<file path="config.mk">
export PLATFORM = sky130hd
export DESIGN_NAME = value_extractor
export DESIGN_NICKNAME = d
export VERILOG_FILES = /design/src/rtl/value_extractor.sv
export SDC_FILE = /design/constraint.sdc
export NUM_CORES = 1
export LEC_CHECK = 0
export ABC_AREA = 1
export CAP_MARGIN = 20
export CELL_PAD_IN_SITES_DETAIL_PLACEMENT = 0
export CELL_PAD_IN_SITES_GLOBAL_PLACEMENT = 1
export CORE_ASPECT_RATIO = 1.75
export CORE_MARGIN = 1.5
export CORE_UTILIZATION = 34
export CTS_CLUSTER_SIZE = 16
export DETAILED_ROUTE_END_ITERATION = 6
export PLACE_DENSITY = 0.89
export RECOVER_POWER = 25
export SYNTH_ARGS = -nofsm -noshare
export SYNTH_HDL_FRONTEND = slang
export SYNTH_SLANG_ARGS = --single-unit
</file>
<file path="constraint.sdc">
create_clock -name clk -period 3.65 [get_ports clk]
set_input_delay 0.365 -clock clk [delete_from_list [all_inputs] [get_ports clk]]
set_output_delay 0.365 -clock clk [all_outputs]
set_load 0.1 [all_outputs]
</file>
<file path="src/rtl/value_extractor.sv">
// value_extractor: dequeue engine for the QuickQ sorted queue.
// Pops the head (minimum) entry at address 0, shifts the remaining entries
// down one slot, writes the empty sentinel into the vacated tail slot and
// publishes the decremented occupancy count.
module value_extractor #(
  parameter int                DATA_W    = 32,
  parameter int                CNT_W     = 8,
  parameter int                DEPTH     = 5,
  parameter logic [DATA_W-1:0] EMPTY_VAL = {DATA_W{1'b1}}
) (
  input  logic              clk,
  input  logic              rst,
  input  logic              deq_req,
  input  logic              ins_busy,
  input  logic [CNT_W-1:0]  array_cnt_in,
  input  logic [DATA_W-1:0] bram_rdata,
  output logic [CNT_W-1:0]  bram_addr,
  output logic              bram_we,
  output logic [DATA_W-1:0] bram_wdata,
  output logic [DATA_W-1:0] deq_data,
  output logic              deq_valid,
  output logic [CNT_W-1:0]  array_cnt_out,
  output logic              cnt_we,
  output logic              busy,
  output logic              empty,
  output logic              underflow
);

  typedef enum logic [2:0] {
    IDLE,
    RD_HEAD,
    CAP_HEAD,
    SHIFT_RD,
    SHIFT_WR,
    CLEAR,
    DONE
  } state_t;

  localparam logic [CNT_W-1:0] DEPTH_C = CNT_W'(DEPTH);
  localparam logic [CNT_W-1:0] ONE     = CNT_W'(1);

  state_t            state;
  state_t            state_next;
  logic [CNT_W-1:0]  n;
  logic [CNT_W-1:0]  n_next;
  logic [CNT_W-1:0]  idx;
  logic [CNT_W-1:0]  idx_next;

  logic [CNT_W-1:0]  addr_d;
  logic              we_d;
  logic [DATA_W-1:0] wdata_d;
  logic [CNT_W-1:0]  cnt_out_d;
  logic              cnt_we_d;

  logic [DATA_W-1:0] wdata_q;
  logic              shift_wr_q;

  assign empty = (array_cnt_in == '0);

  // During SHIFT_WR the entry read in the previous cycle only arrives now,
  // so it is forwarded straight from the read port; otherwise the registered
  // write data (sentinel or zero) is driven.
  assign bram_wdata = shift_wr_q ? bram_rdata : wdata_q;

  // State, latched occupancy and shift index registers.
  always_ff @(posedge clk) begin
    if (rst) begin
      state <= IDLE;
      n     <= '0;
      idx   <= '0;
    end else begin
      state <= state_next;
      n     <= n_next;
      idx   <= idx_next;
    end
  end

  // Next-state logic plus decode of the outputs belonging to the next state.
  always_comb begin
    state_next = state;
    n_next     = n;
    idx_next   = idx;
    addr_d     = '0;
    we_d       = 1'b0;
    wdata_d    = '0;
    cnt_out_d  = '0;
    cnt_we_d   = 1'b0;

    case (state)
      IDLE: begin
        if (deq_req && !ins_busy && (array_cnt_in != '0)) begin
          n_next     = (array_cnt_in > DEPTH_C) ? DEPTH_C : array_cnt_in;
          idx_next   = '0;
          state_next = RD_HEAD;
        end
      end
      RD_HEAD:  state_next = CAP_HEAD;
      CAP_HEAD: state_next = (n > ONE) ? SHIFT_RD : CLEAR;
      SHIFT_RD: state_next = SHIFT_WR;
      SHIFT_WR: begin
        idx_next   = idx + ONE;
        state_next = ((idx + ONE) < (n - ONE)) ? SHIFT_RD : CLEAR;
      end
      CLEAR:    state_next = DONE;
      DONE:     state_next = IDLE;
      default:  state_next = IDLE;
    endcase

    case (state_next)
      SHIFT_RD: addr_d = idx_next + ONE;
      SHIFT_WR: begin
        addr_d = idx_next;
        we_d   = 1'b1;
      end
      CLEAR: begin
        addr_d  = n_next - ONE;
        we_d    = 1'b1;
        wdata_d = EMPTY_VAL;
      end
      DONE: begin
        cnt_out_d = n_next - ONE;
        cnt_we_d  = 1'b1;
      end
      default: addr_d = '0;
    endcase
  end

  // Registered Moore outputs, head capture and underflow pulse.
  always_ff @(posedge clk) begin
    if (rst) begin
      bram_addr     <= '0;
      bram_we       <= 1'b0;
      wdata_q       <= '0;
      shift_wr_q    <= 1'b0;
      deq_data      <= '0;
      deq_valid     <= 1'b0;
      array_cnt_out <= '0;
      cnt_we        <= 1'b0;
      busy          <= 1'b0;
      underflow     <= 1'b0;
    end else begin
      bram_addr     <= addr_d;
      bram_we       <= we_d;
      wdata_q       <= wdata_d;
      shift_wr_q    <= (state_next == SHIFT_WR);
      deq_valid     <= (state == CAP_HEAD);
      if (state == CAP_HEAD) begin
        deq_data <= bram_rdata;
      end
      array_cnt_out <= cnt_out_d;
      cnt_we        <= cnt_we_d;
      busy          <= (state_next != IDLE);
      underflow     <= (state == IDLE) && deq_req && (array_cnt_in == '0);
    end
  end

endmodule

</file>
==> results of run 1 <==
-- kinds of logic (layout without fill, tap and decap cells) --
family	after synthesis	after routing
buffers and inverters	75	204
adder cells (fa/ha/maj)	12	12
flip-flops	74	74
XOR/XNOR	11	11
AND/OR/NAND/NOR	354	354
AO/OA/AOI/OAI	56	56
-- synthesized netlist by cell type --
library cell  number
nor3_4             1
nor2_2             6
inv_2              3
clkinv_2           1
o21ai_1            5
buf_4              1
o21a_1             1
nor2_4             1
nor2_1           130
buf_6              1
nand3_4            1
dfxtp_1           74
nand3_2            2
nand2_1          157
ha_1              12
xnor2_1            4
inv_4              1
xor2_1             7
nor2_8             1
buf_1              5
a31oi_1            3
nand3_1           30
o41ai_1            1
or2_4              1
a21oi_1            8
or3_1              1
nor3_1             3
nand4_1            8
o21ai_2            1
o21ai_0           35
a21oi_2            1
and2_1             2
o21bai_1           1
inv_1             49
clkbuf_1          14
nand2_2           10
-- worst max-delay path by stage --
| stage | startpoint | to | cells past startpoint |
|---|---|---|---|
| 6_report | shift_wr_q | bram_wdata[5] | 4 |
| 5_1_grt | shift_wr_q | bram_wdata[23] | 4 |
| 3_3_place_gp | array_cnt_in[5] | bram_addr[4] | 15 |
| 3_5_place_dp | array_cnt_in[5] | bram_addr[4] | 15 |
| 4_1_cts | idx[2] | bram_addr[2] | 16 |
| 2_1_floorplan | array_cnt_in[5] | bram_addr[4] | 13 |
-- cells in the final DEF, fill, tap and decap left out, types with 8 or more instances in the layout --
cell type        synthesis  routed
inv_1                   49      49
ha_1                    12      12
nor2_1                 130     130
buf_4                    1      22
nand4_1                  8       8
nand2_1                157     161
clkdlybuf4s50_1          0      94
a21oi_1                  8       8
nand3_1                 30      32
clkbuf_1                14      15
dfxtp_1                 74      74
clkbuf_16                0       9
o21ai_0                 35      35
-- metal layers --
layer  GRT usage (%)  share of wire (%)
met5               0                  0
met4           11.93                4.8
met3           4.825                6.0
met2           35.90                 53
met1           18.31                 37
-- worst max-delay path, stage by stage, from the launching register on --
cell      delay, ns
dfxtp_1        0.34
clkbuf_1       0.97
nand2_1        0.12
nand2_1        0.11
clkbuf_1       0.87
-- sequential cells by signal, indices dropped and copies added, names as in the netlist --
name	cells
state	3
idx	8
array_cnt_out	8
bram_addr	8
busy	1
cnt_we	1
deq_data	32
underflow	1
deq_valid	1
bram_we	1
shift_wr_q	1
n	8
wdata_q	1
-- final cells by class --
class | instances | area (sq um)
fillers | 1104 | 5592
inverters | 54 | 206.4
flip-flops and latches | 74 | 1481
clock buffers | 10 | 239.0
clock inverters | 6 | 113.9
multi-input cells | 433 | 2032
well taps | 132 | 165.2
repair buffers | 134 | 1210
-- power groups by stage --
stage	Sequential (mW)	Combinational, mW	Clock (mW)
6_report	0.893	0.885	1.03
5_1_grt	0.899	0.940	1.10
4_1_cts	0.893	0.896	1.06
3_5_place_dp	0.911	0.894	0
3_3_place_gp	0.908	0.885	0
2_1_floorplan	1.25	0.324	0
==> qor.yml, run 1 <==
routing:
  drc: 0
  via_per_inst: 4.786
  dr.pass1.iters: 4
  wl_um: 11180
  wl_per_cell_um: 13.26
  postRouteAntennaNets: 0
  via_count: 4035
  dr.first_iter.drc_count: 134
min_path:
  worstHoldStart: "deq_data[0]"
  hold_end: "deq_data[0]"
  hold_class: "flop to flop"
  hold_depth: 2
cells_and_area:
  num-nets-final: 762
  num_antenna_cells: 0
  stdcell_count: 843
  drive_above_1_share_pct: 8.861
  final_core_util_pct: 49.35
  area_growth_syn_to_layout_pct: 42.24
  fin_area_sq_mm: 0.005448
clock_network:
  clk_path_buf_depth: 2
  postCtsResizedCells: 0
  worstSkewPairLatency_ns: 0.33
  htreeDepth: 3
  clockRootBuffer: "clkbuf_16"
  postCtsSetupRepairBufs: 0
  cts_made_buffers: 9
  cts_sinks: 74
  cts_tree: "yes"
  ctsHoldBuffers: 0
  clk_pin_slew_worst_paths_ns: 0.06
synth:
  synthesis.area_sq_mm: 0.003830
  yosysUniqueCellTypes: 36
  synth-simple-area-share_pct: 39.30
  synth_top_area_cell: "dfxtp_1"
  synth_fa_ha_area_share_pct: 3.920
  synth_nets: 638
  synth_top_family_by_area: "simple AND/OR/NAND/NOR gates"
  yosys-top-cells-area: "dfxtp_1, nand2_1, nor2_1, inv_1, o21ai_0"
  seq_area_frac_synth_pct: 38.68
  ys_ff_latch: 74
  synthXorXnorAreaFrac_pct: 2.516
  synth_compound_area_share_pct: 7.841
  syn_area_per_cell_sq_um: 6.581
  synth_top_cell_area_share_pct: 38.68
  synthCells: 582
  yosysWarnings: 0
  synthMuxAreaShare_pct: 0
global_route:
  track_usage_pct: 19.05
  grt_pass1_wl_um: 18180
  grt_overflow: 0
  grt_max_degree: 38
  antenna_found_initial: 0
  grt_pass1_vias: 3981
floorplanning:
  die_w_um: 83.23
  initial_core_util_pct: 34.69
  die-area_sq_mm: 0.01194
  boundaryPins: 130
  core_sq_mm: 0.01104
  num_rows: 51
  dieHeight_um: 143.4
power:
  switching_power_mw: 1.037
  power_mw: 2.808
  combPwrFrac_pct: 31.5
  clkPwrFrac_pct: 36.7
  p_seq_share_pct: 31.8
  p_int_mw: 1.772
  switching_share_pct: 36.91
  leakage_nw: 2.635
  power_density_mw_per_mm2: 515.5
  vdd_ir_drop_max_mv: 0.2596
worst_setup_path:
  arrival_ns: 2.77
  regToRegEndpoint: "bram_addr[7]"
  r2r_slack_ns: 0.91
  path_class: "flop to output port"
  start_kind: "flop"
  reg2reg_from: "idx[2]"
  crit_fanout: 32
  crit_required_ns: 3.28
  r2r_cells: 17
  end_kind: "output port"
sta:
  drv_slew: 0
  period_share_pct: 85.84
  worst_slack_ns: 0.5167
  setup_viol: 0
  slew_headroom_pct: 11.98
  final.setup.tns_ns: 0
  hold_violations: 0
  fmax_mhz: 319.1
  tightestPinTransition_ns: 1.320
  min_period_ns: 3.133
  whs_ns: 0.5139
  rsz0062_at_grt: "no"
  finClkSkew_ns: 0.006406
placement:
  place_ws_ns: 0.8327
  portBuffers: 129
  routabilityCongestion: 0.9171
  place_inst: 825
  dp_hpwl_um: 8613
  placed_cell_area_sq_mm: 0.005136
run_status:
  status: "completed"
flow_run:
  cap_violations: 0
Power figures use the tool's default switching activity.
==> inputs of run 2 (changes only) <==
--- a/config.mk
+++ b/config.mk
@@ -10,7 +10,7 @@
 export CELL_PAD_IN_SITES_DETAIL_PLACEMENT = 0
 export CELL_PAD_IN_SITES_GLOBAL_PLACEMENT = 1
 export CORE_ASPECT_RATIO = 1.75
-export CORE_MARGIN = 1.5
+export CORE_MARGIN = 2
 export CORE_UTILIZATION = 34
 export CTS_CLUSTER_SIZE = 16
 export DETAILED_ROUTE_END_ITERATION = 6
==> qor.yml, run 2 (same netlist as run 1, synthesis figures left out) <==
clock_network:
  ctsHoldBuffers: 0  # unchanged
  cts_tree: "yes"
  clockRootBuffer: "clkbuf_16"
  cts_made_buffers: 9  # unchanged
  clk_path_buf_depth: 2  # unchanged
  clk_pin_slew_worst_paths_ns: 0.06  # about the same
  cts_sinks: 74  # unchanged
  htreeDepth: 3  # unchanged
  postCtsResizedCells: 0  # unchanged
  worstSkewPairLatency_ns: 0.33  # about the same
  postCtsSetupRepairBufs: 0  # unchanged
routing:
  wl_per_cell_um: 13.25  # about the same
  via_count: 4023  # -0.30%
  dr.pass1.iters: 5  # +1
  wl_um: 11150  # -0.29%
  drc: 0  # unchanged
  postRouteAntennaNets: 0  # unchanged
  dr.first_iter.drc_count: 126  # -6.0%
  via_per_inst: 4.784  # about the same
global_route:
  antenna_found_initial: 0  # unchanged
  grt_max_degree: 38  # unchanged
  track_usage_pct: 18.44  # -0.61 points
  grt_pass1_wl_um: 18020  # -0.87%
  grt_overflow: 0  # unchanged
  grt_pass1_vias: 3903  # -2.0%
cells_and_area:
  final_cell_mix: "nand2_1, nor2_1, clkdlybuf4s50_1, dfxtp_1, inv_1"
  largest_register_ffs: 32  # unchanged
  area_growth_syn_to_layout_pct: 42.21  # about the same
  drive_above_1_share_pct: 10.16  # +1.3 points
  top_register: "deq_data"
  layout_commonest_cell: "nand2_1"
  fillers: 1125  # +1.9%
  num_antenna_cells: 0  # unchanged
  final_core_util_pct: 49.34  # about the same
  num-nets-final: 761  # -0.13%
sta:
  period_share_pct: 86.43  # +0.58 points
  finClkSkew_ns: 0.007580  # +0.001174 ns
  slew_headroom_pct: 10.72  # -1.3 points
  tightestPinTransition_ns: 1.339  # +0.01896 ns
  hold_violations: 0  # unchanged
  min_period_ns: 3.155  # +0.02135 ns
  setup_viol: 0  # unchanged
  fmax_mhz: 317.0  # -0.68%
  drv_slew: 0  # unchanged
  rsz0062_at_grt: "no"
  final.setup.tns_ns: 0  # unchanged
min_path:
  hold_depth: 2  # unchanged
  worstHoldStart: "deq_data[1]"
  hold_end: "deq_data[1]"
  hold_class: "flop to flop"
run_status:
  status: "completed"
worst_setup_path:
  r2r_cells: 15  # -2
  crit_required_ns: 3.28  # about the same
  r2r_slack_ns: 0.88  # -0.03 ns
  reg2reg_from: "n[0]"
  end_kind: "output port"
  path_class: "flop to output port"
  arrival_ns: 2.79  # +0.02 ns
  crit_fanout: 32  # unchanged
  start_kind: "flop"
  regToRegEndpoint: "bram_addr[6]"
placement:
  portBuffers: 129  # unchanged
  dp_hpwl_um: 8535  # -0.90%
  routabilityCongestion: 0.8934  # -2.6%
power:
  leakage_nw: 2.670  # +1.3%
  power_density_mw_per_mm2: 499.7  # -3.1%
  vdd_ir_drop_max_mv: 0.2597  # about the same
flow_run:
  cap_violations: 0  # unchanged
floorplanning:
  num_rows: 51  # unchanged
  core_sq_mm: 0.01104  # unchanged
  initial_core_util_pct: 34.69  # unchanged
  die-area_sq_mm: 0.01216  # +1.9%
  die_w_um: 84.23  # +1.2%
  boundaryPins: 130  # unchanged
  dieHeight_um: 144.4  # +0.70%
[run 2: changes by cell type in the layout (fill, tap and decap cells not counted)]
cell,before,now
buf_4,22,32
clkinv_2,1,3
clkbuf_1,15,4
bufinv_16,3,2
clkinvlp_4,2,0
[run 2: power breakdown]
part | switching (mW) | leakage, nW | total (mW) | internal (mW)
Clock | 0.329 | 0.158 | 0.941 | 0.611
Combinational | 0.663 | 1.91 | 0.887 | 0.224
Sequential | 0.0300 | 0.600 | 0.894 | 0.864
Total | 1.02 | 2.67 | 2.72 | 1.70
[run 2: worst max-delay path, cell delays in order, from the launching register on]
cell      delay (ns)
dfxtp_1         0.35
clkbuf_1        0.99
nand2_1         0.12
nand2_1         0.11
clkbuf_1        0.88
[run 2: stage by stage]
step           instances  instance area (sq um)  setup slack, ns  hold slack, ns  total power [mW]
2_1_floorplan        582                   3830           0.7494          0.4852             1.573
3_3_place_gp         825                   5136           0.8897          0.4943             1.794
3_5_place_dp         825                   5136           0.8242          0.4976             1.802
4_1_cts              840                   5454           0.9417          0.5142             2.754
5_1_grt              841                   5446           0.3234          0.5372             2.843
6_report             841                   5446           0.4953          0.5117             2.722
[run 2: how the worst max path moves through the flow]
stage,start,end
floorplan,array_cnt_in[5],bram_addr[4]
global placement,array_cnt_in[3],bram_addr[4]
detailed placement,array_cnt_in[7],bram_addr[4]
CTS,n[0],bram_addr[2]
global route,shift_wr_q,bram_wdata[30]
finish,shift_wr_q,bram_wdata[30]
[run 2: routing by layer]
layer / wire length (um) / GRT usage [%] / vias to the layer above
met2: 6178 / 35.34 / 125
met5: 0 / 0 / -
li1: - / - / 2072
met3: 647 / 4.795 / 21
met1: 4064 / 18.03 / 1805
met4: 255 / 8.998 / 0
[run 2: final cells by class]
| cell class | count | area, sq um | share of cell area [%] |
|---|---|---|---|
| clock buffer | 10 | 239.0 | 4.388 |
| clock inverter | 5 | 78.83 | 1.447 |
| inverter | 54 | 206.4 | 3.790 |
| multi-input combinational | 433 | 2032 | 37.31 |
| sequential | 74 | 1481 | 27.20 |
| tap | 132 | 165.2 | 3.032 |
| timing repair buffer | 133 | 1244 | 22.83 |
